==> config.mk <==
export PLATFORM = sky130hd
export DESIGN_NAME = pause_sequencer
export DESIGN_NICKNAME = d
export VERILOG_FILES = /design/src/rtl/pause_pkg.sv /design/src/rtl/pause_dim_timer.sv /design/src/rtl/pause_sequencer.sv
export SDC_FILE = /design/constraint.sdc
export NUM_CORES = 1
export LEC_CHECK = 0
export CAP_MARGIN = 20
export CORE_AREA = 2 2 59 75
export DETAILED_ROUTE_END_ITERATION = 8
export DIE_AREA = 0 0 61 77
export PLACE_DENSITY = 0.57
export REMOVE_ABC_BUFFERS = 1
export SLEW_MARGIN = 0
export SYNTH_ARGS = -nofsm -noshare
export SYNTH_HDL_FRONTEND = slang
export SYNTH_SLANG_ARGS = --single-unit
==> constraint.sdc <==
create_clock -name clk_sys -period 3.4 [get_ports clk_sys]
set_input_delay 0.34 -clock clk_sys [delete_from_list [all_inputs] [get_ports clk_sys]]
set_output_delay 0.34 -clock clk_sys [all_outputs]
set_load 0.005 [all_outputs]
==> src/rtl/pause_pkg.sv <==
// Shared types and defaults for the core pause sequencer.
package pause_pkg;

  typedef enum logic [1:0] {
    PS_RUN      = 2'd0,
    PS_WAIT_VBL = 2'd1,
    PS_HALT     = 2'd2
  } pause_state_t;

  // ~10 s of user pause at 18 MHz before the screen dims
  localparam logic [31:0] DIM_CYCLES_DEF  = 32'h0ABA9500;
  // Fallback when no video is running: force the halt after this many cycles
  localparam logic [19:0] VBL_TIMEOUT_DEF = 20'd400000;

endpackage

==> src/rtl/pause_dim_timer.sv <==
// Screen-dim timer: counts halted cycles during a user pause, saturating at
// DIM_CYCLES, and raises dim_video once the threshold is reached.
module pause_dim_timer
  import pause_pkg::*;
#(
  parameter logic [31:0] DIM_CYCLES = DIM_CYCLES_DEF
) (
  input  logic clk_sys,
  input  logic reset,
  input  logic user_paused,
  input  logic halted,
  output logic dim_video
);

  logic [31:0] cnt_q;
  logic [31:0] cnt_d;

  // Next count: cleared outside a user pause, saturating increment while halted
  always_comb begin
    cnt_d = cnt_q;
    if (!user_paused) begin
      cnt_d = '0;
    end else if (halted && (cnt_q < DIM_CYCLES)) begin
      cnt_d = cnt_q + 32'd1;
    end
  end

  // Counter and registered compare; the compare uses the next count so the
  // flag drops together with the cleared timer.
  always_ff @(posedge clk_sys) begin
    if (reset) begin
      cnt_q     <= '0;
      dim_video <= 1'b0;
    end else begin
      cnt_q     <= cnt_d;
      dim_video <= user_paused & (cnt_d >= DIM_CYCLES);
    end
  end

endmodule

==> src/rtl/pause_sequencer.sv <==
// Core pause sequencer: merges pause sources, aligns pause entry to a VBlank
// rising edge (with a timeout fallback), grants hiscore RAM access only while
// halted, and optionally dims the screen after a long user pause.
// Optional feature macro: PAUSE_DIM_EN (dim timer and dim_video).
module pause_sequencer
  import pause_pkg::*;
#(
  parameter logic [31:0] DIM_CYCLES  = DIM_CYCLES_DEF,
  parameter logic [19:0] VBL_TIMEOUT = VBL_TIMEOUT_DEF
) (
  input  logic clk_sys,
  input  logic reset,
  input  logic vblank,
  input  logic btn_pause,
  input  logic osd_open,
  input  logic osd_pause_en,
  input  logic hs_req,
  output logic hs_grant,
  output logic pause,
  output logic user_paused,
  output logic dim_video
);

  pause_state_t state_q;
  pause_state_t state_d;
  logic         btn_prev;
  logic         vbl_prev;
  logic [19:0]  vbl_cnt;
  logic         want;
  logic         vbl_rise;
  logic         vbl_expired;
  logic         hold_halt;

  assign want        = user_paused | (osd_open & osd_pause_en) | hs_req;
  assign vbl_rise    = vblank & ~vbl_prev;
  assign vbl_expired = (vbl_cnt == (VBL_TIMEOUT - 20'd1));
  // Staying halted through this edge; both outputs derive from it so
  // pause and hs_grant drop on the same edge at resume.
  assign hold_halt   = (state_q == PS_HALT) && (state_d == PS_HALT);

  // Next-state logic; cancellation wins over an edge in the same cycle
  always_comb begin
    state_d = state_q;
    unique case (state_q)
      PS_RUN: begin
        if (want) state_d = PS_WAIT_VBL;
      end
      PS_WAIT_VBL: begin
        if (!want)                        state_d = PS_RUN;
        else if (vbl_rise || vbl_expired) state_d = PS_HALT;
      end
      PS_HALT: begin
        if (!want) state_d = PS_RUN;
      end
      default: state_d = PS_RUN;
    endcase
  end

  // State register
  always_ff @(posedge clk_sys) begin
    if (reset) state_q <= PS_RUN;
    else       state_q <= state_d;
  end

  // Button/VBlank edge registers and the user pause toggle
  always_ff @(posedge clk_sys) begin
    if (reset) begin
      btn_prev    <= 1'b0;
      vbl_prev    <= 1'b0;
      user_paused <= 1'b0;
    end else begin
      btn_prev <= btn_pause;
      vbl_prev <= vblank;
      if (btn_pause && !btn_prev) user_paused <= ~user_paused;
    end
  end

  // VBlank timeout counter, held at zero outside WAIT_VBL
  always_ff @(posedge clk_sys) begin
    if (reset || (state_q != PS_WAIT_VBL)) vbl_cnt <= '0;
    else                                   vbl_cnt <= vbl_cnt + 20'd1;
  end

  // Registered pause and hiscore grant
  always_ff @(posedge clk_sys) begin
    if (reset) begin
      pause    <= 1'b0;
      hs_grant <= 1'b0;
    end else begin
      pause    <= hold_halt;
      hs_grant <= hold_halt & hs_req;
    end
  end

`ifdef PAUSE_DIM_EN
  pause_dim_timer #(
    .DIM_CYCLES(DIM_CYCLES)
  ) u_dim_timer (
    .clk_sys    (clk_sys),
    .reset      (reset),
    .user_paused(user_paused),
    .halted     (state_q == PS_HALT),
    .dim_video  (dim_video)
  );
`else
  logic dim_cycles_unused;
  assign dim_cycles_unused = ^DIM_CYCLES;
  assign dim_video         = 1'b0;
`endif

endmodule
# --- Yosys cells after proc, flatten, opt, wreduce, memory -nomap -nowiden ---
# Index checks and enable logic that the tools add are counted.
# Widths: inputs -> output; s select.
op_classes:
  n_div: 0
  n_bitwise: 7
  mux: 5
  shift: 0
  n_eq_ne: 5
  addsub: 1
  n_reduce_logical: 6
  n_mul: 0
  order_cmp: 0
op_table:
  columns: ["operator", "n"]
  rows:
  - ["$add 20x1->20 const B", 1]
  - ["$eq 20x19->1 const B", 1]
  - ["$mux 2", 4]
  - ["$pmux 2 s3", 1]
  - ["$eq 2x2->1 const B", 2]
  - ["$and 1x1->1", 3]
  - ["$eq 2x1->1 const B", 1]
  - ["$logic_and 1x1->1", 2]
  - ["$logic_not 2->1", 1]
  - ["$logic_or 1x1->1", 2]
  - ["$ne 2x1->1 const B", 1]
  - ["$not 1->1", 2]
  - ["$or 1x1->1", 2]
  - ["$logic_not 1->1", 1]
word_totals:
  reg_bits: 27
  elab_cells: 31
  ramBits: 0
  latch_bits: 0
  memories: 0
  rom_bits: 0
  in_bits: 7
  output_inout_bits: 4

# --- Logic depth before layout (Yosys ltp) ---
depth:
  ltp_word: 9
  mapped_depth: 5
  depth_no_buf: 5

# --- Worst setup path before layout ---
# Ideal clock, no wire load.
synth_path:
  kind: "reg-to-reg"
  from: "register vbl_cnt[0]"
  to: "register vbl_cnt[18]"
  setup_time_ns: 0.071
  period_less_slack_ns: 1.852
  setup_slack_ns: 1.548
  stages_incl_launch_ff: 6
  t_arrival_ns: 1.782
  t_required_ns: 3.329
  path_buffers: 0
  path_cell_list: "dfxtp_1 > ha_1 > nand3_2 > or4_4 > or4_1 > a21oi_1"
synth_between:
  elab_chain_len: 1
synth_rtl:
  columns: ["element", "line_no", "rtl"]
  rows:
  - ["start, declared", "pause_sequencer.sv:28", "logic [19:0] vbl_cnt;"]
  - ["start signal, assigned", "pause_sequencer.sv:81", "else vbl_cnt <= vbl_cnt + 20'd1;"]
  - ["$add 20x1->20", "pause_sequencer.sv:81", null]
# No other way between the ends.
# A chain may end at the register's enable or synchronous reset.

# --- Final worst setup path ---
# Same ends and word-level chain as after synthesis.

==> flow_summary.ini <==
[global_routing]
grt.total_usage_pct = 9.83
grt_pass1_vias = 901
antenna_found_initial = 0
grt_overflow_total = 0
grt_max_degree = 21
grt_pass1_wl_um = 3740

[setup_path]
ff2ff_setup_slack_ns = 1.43
crit_required_ns = 3.60
crit_chain = ha_1 > nand3_2 > or4_4 > or4_1 > a21oi_1
crit_arrival_ns = 2.16
endpoint_kind = flop
startpoint_type = flop
cp_max_fo = 5
r2r-start = vbl_cnt[0]$_SDFF_PP0_
slowest_stage = or4_4
cpPeakStageDelay_ns = 0.54
r2r_cells = 5
criticalPathCategory = reg2reg
reg2reg_to = vbl_cnt[18]$_SDFF_PP0_

[floorplanning]
die_x_um = 61
rows = 26
die_area_mm2 = 0.00470
ios = 11
initial_core_util_pct = 28.6
core_mm2 = 0.00400
die_h_um = 77

[clocking]
post_cts_buffers = 0
clock_sinks = 27
cts_resized = 0
clock_latency_ns = 0.27
tritoncts = built
cts.path.max_buffers = 2
clk_pin_slew_ns = 0.09
cts-root-buf = clkbuf_8
htreeDepth = 1
cts-buffers-inserted = 3
holdBufCountCts = 0

[power]
p_leak_nw = 0.382
peakVddDrop_uv = 202
p_clk_share_pct = 33.8
netSwitchingFraction_pct = 21.6
intPower_w = 0.000420
power.density_mw_per_mm2 = 400
power_switching_w = 0.000116
p_seq_share_pct = 60.9
power_frac_comb_pct = 5.4

[timing]
slew_viol_final = 0
clock_skew_ns = 0.00486
finalHoldViolCount = 0
fin_crit_sh_pct = 57.8
setup_viol = 0
fin_tns_setup_ns = 0
rsz0062_at_grt = no
max_freq_mhz = 509
period_needed_ns = 1.97

[synthesis]
synth-edff-count = 0
async_flop_share_pct = 0
ys_types = 31
ys_warn_count = 0
syn_area_mm2 = 0.00114
synthFlopType = dfxtp_1
avgSynthCellArea_um2 = 8.94
yosys.area.top_type = dfxtp_1
yosysTopAreaCellShare_pct = 47.2
synthTopCellsByArea = dfxtp_1 (47%), xnor2_1 (6.9%), nor2_1 (5.6%)
synth-seq-area-share_pct = 47.2
synth-seq-cells = 27
synthCells = 128

[cells_and_area]
nNetsFinal = 147
syn_to_final_growth_pct = 16.9
fin_cells = 194
final_core_util_pct = 33.5
antennaDiodeCount = 0
drive_above_1_share_pct = 6.52

[route]
detail_route.iter0.violations = 23
firstDrtPassIters = 4
drc = 0
via_count = 895
drt-total-wl_um = 2050
viasPerCell = 4.61
routedWlPerCell_um = 10.6
antenna_left = 0

[hold_path]
hold_path.class = reg2reg
hp-start = vbl_cnt[0]$_SDFF_PP0_
min_to = vbl_cnt[0]$_SDFF_PP0_
hold_depth = 1

[place]
place_congestion = 0.727
dp_hpwl_um = 1510
port-buffer-count = 9
numPlacedInstances = 190

[flow_run]
max_cap_viol_count = 0

[outcome]
outcome = finished, final reports clean
-- worst max-delay path, delay by kind of cell, from the launching register on --
family	cells	cell delay, ns
compound gates	1	0.14
simple gates	3	1.14
fa+ha+maj	1	0.22
flops	1	0.38
-- synth_stat cells, types with 3 or more instances --
cell type  count
nor4_1         4
nor4b_1        3
o31ai_1        3
or3_1          3
nor2b_1        3
xnor2_1        9
nand2_1        7
inv_1          5
nand4_1        5
o21ai_0        3
nor2_1        17
dfxtp_1       27
a21oi_1        6
xor2_1         4
or4_1          3
nor3_1         3
nand3_1        6
-- power by group through the flow --
stage	Sequential (W)	Combinational, W	Clock, W
6_report	0.000326	0.0000287	0.000181
3_5_place_dp	0.000334	0.0000289	0
5_1_grt	0.000327	0.0000329	0.000203
2_1_floorplan	0.000333	0.0000139	0
3_3_place_gp	0.000333	0.0000281	0
4_1_cts	0.000327	0.0000292	0.000194
-- per-stage QoR --
| step | hold WS (ns) | setup WS [ns] | instance area [um2] | total power, W |
|---|---|---|---|---|
| global placement | 0.442 | 1.50 | 1290 | 0.000361 |
| detailed placement | 0.459 | 1.46 | 1290 | 0.000363 |
| finish | 0.476 | 1.43 | 1340 | 0.000536 |
| floorplan | 0.412 | 1.55 | 1130 | 0.000347 |
| global route | 0.511 | 1.33 | 1340 | 0.000563 |
| CTS | 0.483 | 1.43 | 1340 | 0.000550 |
-- cells by family after synthesis --
family / synth area share [%]
xor gates and xnor gates: 9.95
and+or+nand+nor: 31.4
DFF: 47.2
buffers and inverters: 2.95
adders and majority gates: 1.09
AOI/OAI and AO/OA: 7.10
other: 0.328
-- area by class of cell --
cell class / instances / area, um2
Inverter: 5 / 18.8
Timing Repair Buffer: 9 / 90.1
Clock buffer: 3 / 41.3
Clock inverter: 1 / 7.51
Tap cell: 56 / 70.1
Fill cell: 424 / 2660
Sequential cell: 27 / 541
Multi-Input combinational cell: 93 / 571
-- metal layers --
metal	part of all wire (%)	GRT usage, %
met1	49	13.3
met2	47	16.1
met3	3.5	2.19
met4	0	1.30
met5	0	0
-- worst max path at each step --
stage / startpoint / endpoint / slack, ns / cells after the start
floorplan: vbl_cnt[0]$_SDFF_PP0_ / vbl_cnt[18]$_SDFF_PP0_ / 1.55 / 5
global placement: vbl_cnt[0]$_SDFF_PP0_ / vbl_cnt[18]$_SDFF_PP0_ / 1.50 / 5
detailed placement: vbl_cnt[0]$_SDFF_PP0_ / vbl_cnt[18]$_SDFF_PP0_ / 1.46 / 5
CTS: vbl_cnt[0]$_SDFF_PP0_ / vbl_cnt[18]$_SDFF_PP0_ / 1.43 / 5
global route: vbl_cnt[0]$_SDFF_PP0_ / vbl_cnt[18]$_SDFF_PP0_ / 1.33 / 5
finish: vbl_cnt[0]$_SDFF_PP0_ / vbl_cnt[18]$_SDFF_PP0_ / 1.43 / 5
-- cells in the final DEF (no fill, tap or decap), types with 3 or more instances in the layout --
master | netlist | final
xnor2_1 | 9 | 9
or3_1 | 3 | 3
nor4_1 | 4 | 4
a21oi_1 | 6 | 6
nor2_1 | 17 | 17
nand2_1 | 7 | 7
o31ai_1 | 3 | 3
dfxtp_1 | 27 | 27
or4_1 | 3 | 3
clkdlybuf4s50_1 | 0 | 9
nand3_1 | 6 | 6
xor2_1 | 4 | 4
nand4_1 | 5 | 5
o21ai_0 | 3 | 3
nor3_1 | 3 | 3
inv_1 | 5 | 5
nor2b_1 | 3 | 3
clkbuf_8 | 0 | 3
nor4b_1 | 3 | 3
-- flip-flops by register name, indices dropped and copies added (netlist names) --
| name | flops |
|---|---|
| btn_prev | 1 |
| hs_grant | 1 |
| pause | 1 |
| state_q | 2 |
| user_paused | 1 |
| vbl_cnt | 20 |
| vbl_prev | 1 |
No activity file was read; power rests on OpenSTA's default activity.
